`src/rtl/smpc_pad_scanner.sv`:
```
// Peripheral byte sequencer for the SMPC INTBACK peripheral phase: snapshots two
// digital-pad ports on request and emits one OREG byte per paced INPUT_WE strobe.
module smpc_pad_scanner #(
    parameter logic [15:0] FIRST_DELAY = 16'd400,
    parameter logic [15:0] BYTE_GAP    = 16'd20
) (
    input  logic        CLK,
    input  logic        RST_N,
    input  logic        CE,
    input  logic [1:0]  PORT_EN,
    input  logic [15:0] JOY1,
    input  logic [15:0] JOY2,
    input  logic        INPUT_ACT,
    input  logic [4:0]  INPUT_POS,
    output logic [7:0]  INPUT_DATA,
    output logic        INPUT_WE,
    output logic        BUSY
);

    typedef enum logic [1:0] {
        S_IDLE,
        S_GAP,
        S_WRITE,
        S_DONE
    } state_t;

    localparam logic [4:0] LAST_POS = 5'd30;

    state_t      state, state_n;
    logic [15:0] cnt, cnt_n;
    logic [1:0]  conn, conn_n;
    logic [15:3] snap1, snap1_n;
    logic [15:3] snap2, snap2_n;
    logic        act_d;
    logic [7:0]  data_n;
    logic        we_n;

    // The three low button bits carry nothing on a digital pad.
    logic unused_joy_bits;
    assign unused_joy_bits = ^{JOY1[2:0], JOY2[2:0]};

    function automatic logic [7:0] port_byte(input logic        connected,
                                             input logic [15:3] s,
                                             input logic [4:0]  off);
        logic [7:0] b;
        b = 8'h00;
        if (!connected) begin
            b = 8'hF0;
        end else begin
            case (off)
                5'd0:    b = 8'hF1;
                5'd1:    b = 8'h02;
                5'd2:    b = ~s[15:8];
                5'd3:    b = {~s[7:3], 3'b100};
                default: b = 8'h00;
            endcase
        end
        return b;
    endfunction

    function automatic logic [7:0] byte_at(input logic [4:0]  pos,
                                           input logic [1:0]  c,
                                           input logic [15:3] s1,
                                           input logic [15:3] s2);
        logic [4:0] len1, len2;
        logic [7:0] b;
        len1 = c[0] ? 5'd4 : 5'd1;
        len2 = c[1] ? 5'd4 : 5'd1;
        if (pos < len1)
            b = port_byte(c[0], s1, pos);
        else if (pos < len1 + len2)
            b = port_byte(c[1], s2, pos - len1);
        else
            b = 8'h00;
        return b;
    endfunction

    // NOTE: every variable gets a default before the case so no path leaves a
    // value unassigned, which would otherwise infer a latch.
    always_comb begin
        state_n = state;
        cnt_n   = cnt;
        conn_n  = conn;
        snap1_n = snap1;
        snap2_n = snap2;
        data_n  = INPUT_DATA;
        we_n    = 1'b0;

        case (state)
            S_IDLE: begin
                if (INPUT_ACT && !act_d) begin
                    conn_n  = PORT_EN;
                    snap1_n = JOY1[15:3];
                    snap2_n = JOY2[15:3];
                    cnt_n   = FIRST_DELAY;
                    state_n = S_GAP;
                end
            end
            S_GAP: begin
                if (!INPUT_ACT) begin
                    state_n = S_IDLE;
                end else if (cnt != 16'd0) begin
                    cnt_n = cnt - 16'd1;
                end else begin
                    // Strobe and byte are registered together on entry to WRITE.
                    we_n    = 1'b1;
                    data_n  = byte_at(INPUT_POS, conn, snap1, snap2);
                    state_n = S_WRITE;
                end
            end
            S_WRITE: begin
                if (!INPUT_ACT) begin
                    state_n = S_IDLE;
                end else if (INPUT_POS == LAST_POS) begin
                    state_n = S_DONE;
                end else begin
                    cnt_n   = BYTE_GAP;
                    state_n = S_GAP;
                end
            end
            S_DONE: begin
                if (!INPUT_ACT)
                    state_n = S_IDLE;
            end
            default: state_n = S_IDLE;
        endcase
    end

    // NOTE: sequential state uses non-blocking assignments so every register
    // samples pre-edge values, independent of block evaluation order.
    always_ff @(posedge CLK) begin
        if (!RST_N) begin
            state      <= S_IDLE;
            cnt        <= 16'd0;
            conn       <= 2'b00;
            snap1      <= '0;
            snap2      <= '0;
            act_d      <= 1'b0;
            INPUT_DATA <= 8'h00;
            INPUT_WE   <= 1'b0;
        end else if (CE) begin
            state      <= state_n;
            cnt        <= cnt_n;
            conn       <= conn_n;
            snap1      <= snap1_n;
            snap2      <= snap2_n;
            act_d      <= INPUT_ACT;
            INPUT_DATA <= data_n;
            INPUT_WE   <= we_n;
        end
    end

    assign BUSY = (state != S_IDLE);

endmodule

```
`config.mk`:
```
export PLATFORM = sky130hd
export DESIGN_NAME = smpc_pad_scanner
export DESIGN_NICKNAME = d
export VERILOG_FILES = /design/src/rtl/smpc_pad_scanner.sv
export SDC_FILE = /design/constraint.sdc
export NUM_CORES = 1
export LEC_CHECK = 0
export ABC_AREA = 0
export BUFFER_PORTS_ARGS = -buffer_cell sky130_fd_sc_hd__buf_2
export CAP_MARGIN = 0
export CORE_MARGIN = 5
export CORE_UTILIZATION = 38
export CTS_CLUSTER_DIAMETER = 200
export DETAILED_ROUTE_END_ITERATION = 10
export PLACE_DENSITY = 0.62
export SETUP_SLACK_MARGIN = 0.1
export SYNTH_ARGS = -nofsm -noshare
export SYNTH_HDL_FRONTEND = slang
export SYNTH_SLANG_ARGS = --single-unit
```
`constraint.sdc`:
```
create_clock -name CLK -period 5.9 [get_ports CLK]
set_input_delay 1.475 -clock CLK [delete_from_list [all_inputs] [get_ports CLK]]
set_output_delay 1.475 -clock CLK [all_outputs]
set_load 0.02 [all_outputs]
```
==> run metrics <==
relative slew slack 0.316; Setup-failing EPs final 0; post-synth top area share 0.350; VDD IR-drop max ~0.090 mV; IO buf count 46; minimum clock period ~3300 ps; R2R depth 7; starting density of the core 0.390; most common cell after layout, fill and taps aside nand2_1; CP max stage cell or4_1; DR iter-0 viols roughly 160; Yosys top cell by area dfxtp_1; leading cell types in the layout, fill and taps excluded nand2_1 (80), dfxtp_1 (56), buf_2 (46), a21boi_0 (29), o21ai_0 (26); DR vias 3001; Net Count, Synth 463; Syn Inst Count 407; r2r setup slk 3060 ps; Clock Path Buffers 2; Top FF cell, synth dfxtp_1; Lkg Pwr between 1 and 1.5 nW; H-tree depth 2; Final Util 0.437; P&R area growth vs syn 11.9%; vias per cell ~5.5; Final GP Congestion 0.862; outcome completed; Crit. path cell count 9; Post-route DRC 0; Hold Crit Class reg2reg; total power per unit cell area 225 nW/um2; number of warnings issued by yosys 0; total I/O pin count 53; number of enable flip-flop cells after synthesis 0; CTS tree yes; synthesized area between 3000 and 4000 um2; Largest stage delay, worst path ~550 ps; DR WL/cell approximately 15 um; Clk Latency, worst-skew pair 310 ps; Fin. Hold Viols 0; pin count of the biggest net entering global routing 56; total clock sinks 56; global-route wire length before repair approximately 14000 um; FF-to-FF Start state[1]$_SDFFE_PN0P_; clock root cell clkbuf_8; Filler Cell Count between 800 and 900; CTS Buf Count 5; antenna cells 0; syn avg cell area approximately 7.9 um2; Setup Buffers After CTS 0; share of layout cells above drive strength 1 0.157; Max-Cap Viols 0; WP buf/inv 2; Detail Placement HPWL just under 6000 um; Die Area around 10000 um2; flop and latch count out of synthesis 56; Worst Clk Skew ~9.5 ps; final max-slew violation count 0; Die Height between 100 and 150 um; # resized after CTS 0; worst setup margin between 2000 and 3000 ps; Max Freq 307 MHz; post-route ant nets 0; actual slew at the worst max-slew pin a little over 1000 ps; Worst R2R End cnt[9]$_SDFFE_PN0P_; DRT Pass-1 Iters 4; dominant cells by area after synthesis dfxtp_1 (35%), nand2_1 (9.4%), a21boi_0 (6.8%), ha_1 (5.1%), o21ai_0 (4.1%); origin of the worst setup path INPUT_POS[0]; Critical Path AT 3500 ps; Layout Cells excl Fill between 500 and 600; Worst setup endpoint INPUT_DATA[0]$_SDFFE_PN0P_; vias in the first global route just under 3000; initial antenna violation count 0; library cells used by synthesis 59; Critical Path RT about 6100 ps; clk slew on worst S/H paths 110 ps; drt total wl about 8100 um; RSZ-0062 raised after global routing no; setup TNS 0 ps; Setup crit start kind input pin; Total Routing Usage GR 0.166; crit-path leading delay family simple AND/OR/NAND/NOR gates; cts hold-fix bufs 0; worst-path fanout max 12; Total Power roughly 0.81 mW; grt ovf 0; Crit. End Element flip-flop; Place WS roughly 2300 ps; die width 102 um; # rows 33; Setup CP Type in2reg; Async SR Flop Fraction 0; ratio of final minimum period to clock period 0.553; Inst Count DP roughly 540; layout net count about 500; crit-path cells buf_2, inv_1, ha_1, ha_1, nand2b_1, o32ai_1, a31oi_1, or4_1, a31oi_1; core footprint just over 8000 um2; sequential area share after synthesis 0.350
==> Yosys cell counts (3+ instances only) <==
cell	n
nor2_1	15
inv_1	19
a21oi_1	9
ha_1	13
buf_2	5
a211oi_1	4
nand2_1	80
nor2b_1	5
a31oi_1	12
or4_1	3
o21a_1	6
nand2b_1	7
o31ai_1	4
or3_1	5
nand4_1	6
o2bb2ai_1	5
o211ai_1	7
nor4_1	5
a22o_1	8
nor3_1	6
nand3_1	15
clkbuf_1	17
a21boi_0	29
o21ai_0	26
dfxtp_1	56
==> power breakdown <==
part           internal [mW]  switching (mW)
Clock                 0.0942           0.130
Combinational         0.0668           0.109
Sequential             0.394          0.0125
Total                  0.555           0.252
==> logic make-up (layout without fill, tap and decap cells) <==
logic type | after synthesis | after routing | share of synthesized area
simple gates | 162 | 162 | 0.247
compound gates | 131 | 131 | 0.293
flops | 56 | 56 | 0.350
buf+inv | 43 | 75 | 0.0523
fa+ha+maj | 13 | 13 | 0.0507
xor+xnor | 1 | 1 | 0.00273
mux | 1 | 1 | 0.00468
==> layout make-up <==
cell class | count | area (um2) | area share
inverters | 20 | 75.1 | 0.0209
clock buffers | 6 | 82.6 | 0.0230
multi-input cells | 308 | 1920 | 0.536
well taps | 105 | 131 | 0.0366
flip-flops and latches | 56 | 1120 | 0.312
clock inverters | 1 | 8.76 | 0.00244
repair buffers | 48 | 245 | 0.0683
==> routing by layer <==
metal	vias up	track usage	wire [um]
li1	1536	-	-
met1	1390	0.220	3850
met2	70	0.282	3870
met3	5	0.0328	359
met4	0	0.0363	73
met5	-	0	0
==> state kept, by name (all words and copies together), names as in the netlist <==
signal	cells
INPUT_DATA	8
INPUT_WE	1
act_d	1
cnt	16
conn	2
snap1	13
snap2	13
state	2
==> stage by stage <==
stage	cell area, um2	hold slack [ps]
finish	3590	466
global route	3590	491
CTS	3590	473
detailed placement	3500	458
global placement	3500	454
floorplan	3210	437
==> how the worst min path moves through the flow <==
stage	end	depth (start not counted)	slack, ps	start
6_report	cnt[14]$_SDFFE_PN0P_	2	470	cnt[14]$_SDFFE_PN0P_
5_1_grt	snap2[8]$_SDFFE_PN0P_	2	490	snap2[8]$_SDFFE_PN0P_
3_5_place_dp	cnt[14]$_SDFFE_PN0P_	2	460	cnt[14]$_SDFFE_PN0P_
3_3_place_gp	cnt[14]$_SDFFE_PN0P_	2	450	cnt[14]$_SDFFE_PN0P_
4_1_cts	cnt[14]$_SDFFE_PN0P_	2	470	cnt[14]$_SDFFE_PN0P_
2_1_floorplan	cnt[14]$_SDFFE_PN0P_	2	440	cnt[14]$_SDFFE_PN0P_
==> tightest hold or removal path: cells and delay by family (launching register included) <==
family / cells / cell delay, ps
flops: 1 / 330
simple gates: 1 / 50
compound gates: 1 / 50
No activity file was read; power rests on OpenSTA's default activity.
